## config.mk

```make
export PLATFORM = sky130hd
export DESIGN_NAME = uart_rx_deser
export DESIGN_NICKNAME = d
export VERILOG_FILES = /design/src/rtl/uart_pkg.sv /design/src/rtl/uart_baud_tick.sv /design/src/rtl/uart_rx_deser.sv
export SDC_FILE = /design/constraint.sdc
export NUM_CORES = 1
export LEC_CHECK = 0
export ABC_AREA = 1
export CAP_MARGIN = 20
export CORE_AREA = 5 5 58 81
export CTS_CLUSTER_SIZE = 16
export DETAILED_ROUTE_END_ITERATION = 12
export DIE_AREA = 0 0 63 86
export PLACE_DENSITY = 0.79
export SKIP_CTS_REPAIR_TIMING = 1
export SLEW_MARGIN = 5
export SYNTH_ARGS = -nofsm -noshare
export SYNTH_HDL_FRONTEND = slang
export SYNTH_SLANG_ARGS = --single-unit
```

## constraint.sdc

```tcl
create_clock -name clk -period 1.95 [get_ports clk]
set_input_delay 0.39 -clock clk [delete_from_list [all_inputs] [get_ports clk]]
set_output_delay 0.39 -clock clk [all_outputs]
set_load 0.02 [all_outputs]
```

## src/rtl/uart_pkg.sv

```systemverilog
// Shared UART definitions: receiver states, frame constants
// and the baud divider calculation used by the RX and TX sides.
package uart_pkg;

   typedef enum logic [2:0] {
      IDLE,
      START,
      DATA,
      STOP,
      WAIT_IDLE
   } rx_state_e;

   localparam int unsigned DATA_BITS  = 8;
   localparam logic        IDLE_LEVEL = 1'b1;

   // Clocks per oversample tick, rounded to nearest, never below 1.
   function automatic int unsigned calc_div(
      input int unsigned clk_hz,
      input int unsigned baud,
      input int unsigned os
   );
      int unsigned per;
      int unsigned d;
      per = baud * os;
      d   = (clk_hz + per / 2) / per;
      return (d < 1) ? 1 : d;
   endfunction

endpackage

```

## src/rtl/uart_baud_tick.sv

```systemverilog
// Oversample tick divider: one-cycle tick every DIV clocks,
// phase realigned by restart.
module uart_baud_tick #(
   parameter int unsigned DIV = 1
) (
   input  logic clk,
   input  logic rst,
   input  logic restart,
   output logic tick
);

   localparam int unsigned CW = (DIV > 1) ? $clog2(DIV) : 1;
   localparam logic [CW-1:0] LAST = CW'(DIV - 1);

   logic [CW-1:0] cnt_q;
   logic [CW-1:0] cnt_d;

   assign tick = (cnt_q == LAST);

   always_comb begin
      cnt_d = cnt_q + 1'b1;
      if (restart || tick) begin
         cnt_d = '0;
      end
   end

   always_ff @(posedge clk) begin
      if (rst) begin
         cnt_q <= '0;
      end else begin
         cnt_q <= cnt_d;
      end
   end

endmodule

```

## src/rtl/uart_rx_deser.sv

```systemverilog
// UART 8N1 receive deserialiser with 3-sample majority voting,
// level rdy handshake and sticky framing/overrun flags.
module uart_rx_deser
   import uart_pkg::*;
#(
   parameter int unsigned CLK_HZ     = 64000000,
   parameter int unsigned BAUD       = 115200,
   parameter int unsigned OVERSAMPLE = 16
) (
   input  logic       clk,
   input  logic       rst,
   input  logic       rx,
   input  logic       rdy_clr,
   output logic [7:0] dout,
   output logic       rdy,
   output logic       frame_err,
   output logic       overrun,
   output logic       busy
);

   localparam int unsigned DIV = calc_div(CLK_HZ, BAUD, OVERSAMPLE);
   localparam int unsigned M   = OVERSAMPLE / 2;
   localparam int unsigned TW  = $clog2(OVERSAMPLE);
   localparam int unsigned BW  = $clog2(DATA_BITS);

   localparam logic [TW-1:0] T_LAST = TW'(OVERSAMPLE - 1);
   localparam logic [TW-1:0] T_LO   = TW'(M - 1);
   localparam logic [TW-1:0] T_MID  = TW'(M);
   localparam logic [TW-1:0] T_HI   = TW'(M + 1);
   localparam logic [BW-1:0] B_LAST = BW'(DATA_BITS - 1);

   rx_state_e state_q, state_d;

   logic                 s1_q, rxs_q;
   logic [TW-1:0]        tcnt_q, tcnt_d;
   logic [BW-1:0]        bcnt_q, bcnt_d;
   logic [1:0]           smp_q, smp_d;
   logic [DATA_BITS-1:0] shreg_q, shreg_d;
   logic [7:0]           dout_q, dout_d;
   logic                 rdy_q, rdy_d;
   logic                 fe_q, fe_d;
   logic                 ov_q, ov_d;

   logic tick;
   logic restart;
   logic wrap;
   logic dec;
   logic maj;

   assign restart = (state_q == IDLE) && (rxs_q != IDLE_LEVEL);
   assign wrap    = tick && (tcnt_q == T_LAST);
   assign dec     = tick && (tcnt_q == T_HI);
   assign maj     = (smp_q[0] & smp_q[1]) |
                    (smp_q[0] & rxs_q) |
                    (smp_q[1] & rxs_q);

   uart_baud_tick #(
      .DIV(DIV)
   ) u_tick (
      .clk    (clk),
      .rst    (rst),
      .restart(restart),
      .tick   (tick)
   );

   always_comb begin
      state_d = state_q;
      tcnt_d  = tcnt_q;
      bcnt_d  = bcnt_q;
      smp_d   = smp_q;
      shreg_d = shreg_q;
      dout_d  = dout_q;
      rdy_d   = rdy_q;
      fe_d    = fe_q;
      ov_d    = ov_q;

      if (rdy_clr) begin
         rdy_d = 1'b0;
         fe_d  = 1'b0;
         ov_d  = 1'b0;
      end

      if (tick) begin
         tcnt_d = wrap ? '0 : tcnt_q + 1'b1;
         if (tcnt_q == T_LO) smp_d[0] = rxs_q;
         if (tcnt_q == T_MID) smp_d[1] = rxs_q;
      end

      unique case (state_q)
         IDLE: begin
            tcnt_d = '0;
            bcnt_d = '0;
            if (rxs_q != IDLE_LEVEL) state_d = START;
         end
         START: begin
            if (dec && maj) begin
               state_d = IDLE;
            end else if (wrap) begin
               state_d = DATA;
               bcnt_d  = '0;
            end
         end
         DATA: begin
            if (dec) shreg_d = {maj, shreg_q[DATA_BITS-1:1]};
            if (wrap) begin
               bcnt_d = bcnt_q + 1'b1;
               if (bcnt_q == B_LAST) begin
                  state_d = STOP;
                  bcnt_d  = '0;
               end
            end
         end
         STOP: begin
            if (dec) begin
               if (maj) begin
                  // A load coinciding with rdy_clr wins over the clear.
                  if (!rdy_q || rdy_clr) begin
                     dout_d = shreg_q;
                     rdy_d  = 1'b1;
                  end else begin
                     ov_d = 1'b1;
                  end
                  state_d = IDLE;
               end else begin
                  fe_d    = 1'b1;
                  state_d = WAIT_IDLE;
               end
            end
         end
         WAIT_IDLE: begin
            if (rxs_q == IDLE_LEVEL) state_d = IDLE;
         end
         default: state_d = IDLE;
      endcase
   end

   always_ff @(posedge clk) begin
      if (rst) begin
         s1_q    <= IDLE_LEVEL;
         rxs_q   <= IDLE_LEVEL;
         state_q <= IDLE;
         tcnt_q  <= '0;
         bcnt_q  <= '0;
         smp_q   <= '0;
         shreg_q <= '0;
         dout_q  <= '0;
         rdy_q   <= 1'b0;
         fe_q    <= 1'b0;
         ov_q    <= 1'b0;
      end else begin
         s1_q    <= rx;
         rxs_q   <= s1_q;
         state_q <= state_d;
         tcnt_q  <= tcnt_d;
         bcnt_q  <= bcnt_d;
         smp_q   <= smp_d;
         shreg_q <= shreg_d;
         dout_q  <= dout_d;
         rdy_q   <= rdy_d;
         fe_q    <= fe_d;
         ov_q    <= ov_d;
      end
   end

   assign dout      = dout_q;
   assign rdy       = rdy_q;
   assign frame_err = fe_q;
   assign overrun   = ov_q;
   assign busy      = (state_q != IDLE);

endmodule

```

After elaboration in Yosys (flattened, before gate mapping)
Index checks and enable logic that the tools add are counted.
Storage, ports and cells
  flip-flop bits (word level): 39
  input bits: 4
  output and inout bits: 12
Cells by class
  $add $sub $neg: 3
  eq/ne operators: 18
  muxes and demuxes: 29
  bitwise operators: 6
  reductions and logical operators: 18
Operators by type and width (count)
  2-to-1 mux 3 bit: 12
  case mux 3 bit (5 select lines): 1
  2-to-1 mux 1 bit: 14
  != test 2 bit (second input constant): 7
  == test 4 bit (second input constant): 3
  case mux 3 bit (3 select lines): 1
  AND reduction 4 bit: 2
  adder 6 x 1 -> 6 bit (second input constant): 1
  == test 3 x 2 -> 1 bit (second input constant): 2
  == test 3 bit (second input constant): 2
  == test 6 bit (second input constant): 1
  AND reduction 2 bit: 3
  AND reduction 6 bit: 1
  nonzero test 3 bit: 2
  adder 4 x 1 -> 4 bit (second input constant): 1
  == test 4 x 3 -> 1 bit (second input constant): 1
  logical AND 1 bit: 4
  2-to-1 mux 4 bit: 1
  OR reduction 2 bit: 2
  adder 3 x 1 -> 3 bit (second input constant): 1
  bitwise AND 1 bit: 3
  == test 3 x 1 -> 1 bit (second input constant): 1
  logical NOT 3 bit: 1
  != test 3 bit (second input constant): 1
  4 further kinds: 6

Depth between registers and ports, before layout
  depth after elaboration: 6
  gate-level depth with buffers: 10

By module
A second synthesis with hierarchy kept.
Second synthesis, totals
  cell total of the unflattened synthesis: 239
  area, all modules: 1785.5 µm²
By module, submodules not included
  uart_rx_deser: times used 1, cells an instance 203, area an instance 1506.4 µm², seq. area each 660.6 µm²
  uart_baud_tick: times used 1, cells an instance 36, area an instance 279.0 µm², seq. area each 120.1 µm²

Least setup slack after synthesis
No wires, ideal clock.
  kind: register -> register
  start point: register u_tick.cnt_q[0]
  end point: register dout_q[0], in the netlist dout[0]
  library setup time: 116 ps
  arrival time: 1330 ps
  data required time: 1834 ps
  slack: 504 ps
  cell stages (with the launch flop): 10
  path buffers: 0
  cells stage by stage: dfxtp_1 inv_1 ha_1 nand3_2 nor2_8 nand3_4 nor2_4 nand2_2 o21ai_0 nor2_1
On the way
  cells in the longest elaborated chain, start to end: 3
Ends and longest elaborated chain
  from (decl): line uart_baud_tick.sv:15  | logic [CW-1:0] cnt_q;
  from (signal assigned): line uart_baud_tick.sv:31  | cnt_q <= cnt_d;
  == test 6 bit: line uart_baud_tick.sv:18  | assign tick = (cnt_q == LAST);
  logical AND 1 bit: line uart_rx_deser.sv:52  | assign dec = tick && (tcnt_q == T_HI);
  AND reduction 4 bit (no line)
  to (signal assigned): line uart_rx_deser.sv:158  | dout_q <= dout_d;
  to (decl): line uart_rx_deser.sv:39  | logic [7:0] dout_q, dout_d;
Every way passes these cells.
A chain may end at the register's enable or synchronous reset.

Final worst setup path
  start point: register rdy_q, in the netlist rdy
  end point: output port rdy
RTL lines
  from (decl): line uart_rx_deser.sv:40  | logic rdy_q, rdy_d;
  from (signal assigned): line uart_rx_deser.sv:159  | rdy_q <= rdy_d;
  to (decl): line uart_rx_deser.sv:15  | output logic rdy,
No word-level cell between the ends.

==> metrics <==
final cycle utilization of the critical path=between 80% and 90%; initial antenna violation count=0; clk buf depth=2; CTS Buf Count=5; Mapped Area=1889 µm²; wire per inst=between 10 and 15 µm; Layout fillers=~340; WS Path Type=flop to output port; vias in the first global route=roughly 1500; Slew @ Worst Pin=525.1 ps; CP max stage cell=clkdlybuf4s50_1; Yosys top cell area share=about two fifths; crit path DAT=approximately 1300 ps; min Tclk post-route=1692 ps; CP endpoint kind=output port; EDFF count, synth=0; register area share after synthesis=about two fifths; Max-Slew Margin vs Limit=64.84%; Setup violations, final=0; placed insts=between 200 and 300; Worst VDD drop=about 560 µV; Net Count, Synth=243; die outline height=86 µm; Die ar.=approximately 5400 µm²; routability cong.=just under 0.9; Antenna diodes=0; max-capacitance violation count=0; top-count cell post-synth=dfxtp_1; Place WS=310.2 ps; status=complete, no violations; Via density=5.111; CP top delay family=buffers and inverters; row count=27; first-pass GRT wire length=6506 µm; clk sinks=39; Detailed Route WL=3663 µm; Setup Skew=~10 ps; Synth area leader=dfxtp_1; GRT Residual Overflow=0; placed inst area=about 2100 µm²; Synth Area per Inst=8.144 µm²; PD cells=a little over 1000 nW/µm²; top post-synthesis cells by area=dfxtp_1 (41%), nor2_1 (5.8%), a21oi_1 (5.6%), nand2_1 (5.0%), ha_1 (4.6%); CTS tree=done; CTS clock-pin slew for the worst setup and hold paths=about 80 ps; core area=just under 4000 µm²; DP HPWL=2725 µm; Die W=roughly 63 µm; CP bufs+invs=1; Startpoint Class=flop; Initial DRT Pass Iterations=7; Max Fclk=591.1 MHz; Critical Path Max Stage Delay=between 600 and 700 ps; fin. max-slew vios=0; Worst Setup Slack, final=roughly 260 ps; gr usage total=roughly 15%; Hold/Removal Path Class=flop to flop; Syn. warnings=0; flops & latches, synth=39; synth cell count leaders=dfxtp_1 (39), nor2_1 (29), nand2_1 (25), inv_1 (23), a21oi_1 (21); area growth from synthesis to layout=16.03%; number of H-tree levels=2; Synth cell types=38; CP cell instances=clkdlybuf4s50_1; CTS root buffer=clkbuf_8; Top-Level Pins=16; Synth Flop Type=dfxtp_1; vias=roughly 1500; antenna-violating nets left=0; Final Hold Fails=0; Async SR Flop Fraction=0%; largest net degree at the start of global routing=21; highest net fanout along the worst path=3; non-filler instance count after layout=297; I/O Buffers=15; clock latency on the worst-skew pair=about 290 ps; DRC=0; Leak Pwr=a little under 0.8 nW; Initial Util=between 40% and 50%; unrepaired setup endpoints after global routing=no; DRT iter0 DRCs=between 60 and 70; nets@finish=about 260; layout cells sized above 1=around a fifth; design area=around 2200 µm²; synthesized instance count=232; WP data required=around 1600 ps
-- kinds of logic (layout without fill, tap and decap cells) --
| kind of cell | count (synthesis) | after routing | synth area share [%] |
|---|---|---|---|
| adder cells (fa/ha/maj) | 7 | 7 | 4.636 |
| AND/OR/NAND/NOR | 98 | 98 | 29.47 |
| buffers and inverters | 38 | 60 | 8.741 |
| AO/OA/AOI/OAI | 47 | 47 | 14.44 |
| XOR/XNOR | 3 | 3 | 1.391 |
| flip-flops | 39 | 39 | 41.32 |
-- worst paths after layout --
kind,startpoint,cells past startpoint,slack [ps],end
worst max register to register,u_tick.cnt_q[0]$_SDFF_PP0_,10,360,state_q[1]$_SDFFE_PP0P_
worst min-delay path,s1_q$_SDFF_PP1_,1,430,rxs_q$_SDFF_PP1_
worst min register to register,s1_q$_SDFF_PP1_,1,430,rxs_q$_SDFF_PP1_
worst max-delay path,rdy$_SDFF_PP0_,1,260,rdy
-- power breakdown --
part | total, mW | switching, mW | internal [mW] | leakage, nW
logic | 0.728 | 0.485 | 0.243 | 0.428
registers | 0.907 | 0.0606 | 0.847 | 0.316
clock network | 0.601 | 0.280 | 0.322 | 0.0505
-- stage by stage --
stage          setup TNS, ps  utilization, %  hold WS, ps  power [mW]
4_1_cts               -20.83           56.33        432.8       2.251
2_1_floorplan              0               -        389.5       1.478
3_3_place_gp               0           53.66        400.1       1.623
6_report                   0           56.43        431.0       2.237
5_1_grt                    0           56.43        443.5       2.396
3_5_place_dp               0           53.66        408.5       1.646
-- metal layers --
layer | wire [µm] | track usage, % | part of all wire (%) | vias to the layer above
li1 | - | - | - | 793
met1 | 1536 | 16.13 | 42 | 702
met2 | 1955 | 26.80 | 53 | 16
met3 | 88 | 2.752 | 2.4 | 7
met4 | 83 | 7.722 | 2.3 | 0
met5 | 0 | 0 | 0 | -
-- registers in the layout, summed over array words and instances, names as in the netlist --
signal,count
state_q,3
tcnt_q,4
frame_err,1
dout,8
overrun,1
shreg_q,8
rxs_q,1
bcnt_q,3
u_tick.cnt_q,6
rdy,1
smp_q,2
s1_q,1
-- area by class of cell --
type	instances	area, µm²	share of cell area (%)
Timing Repair Buffer	19	182.7	8.333
Clock inverter	1	7.507	0.3425
Clock buffer	7	96.34	4.395
Sequential cell	39	782.0	35.67
Tap cell	43	53.80	2.454
Inverter	33	126.4	5.765
Multi-Input combinational cell	155	943.4	43.04
-- cell usage in the layout (no fill, tap or decap), drive strengths merged --
cell,count
clkdlybuf4s50,14
nand4,5
or2,2
nor3b,1
nand3b,1
o21ai,18
nor3,10
clkbuf,7
clkinvlp,1
o211ai,1
clkinv,1
a211oi,1
a21oi,26
xnor2,1
nand3,13
ha,7
dfxtp,39
inv,32
nand2,32
xor2,2
nor2,34
dlymetal6s2s,1
o21bai,1
buf,4
No activity file was read; power rests on OpenSTA's default activity.
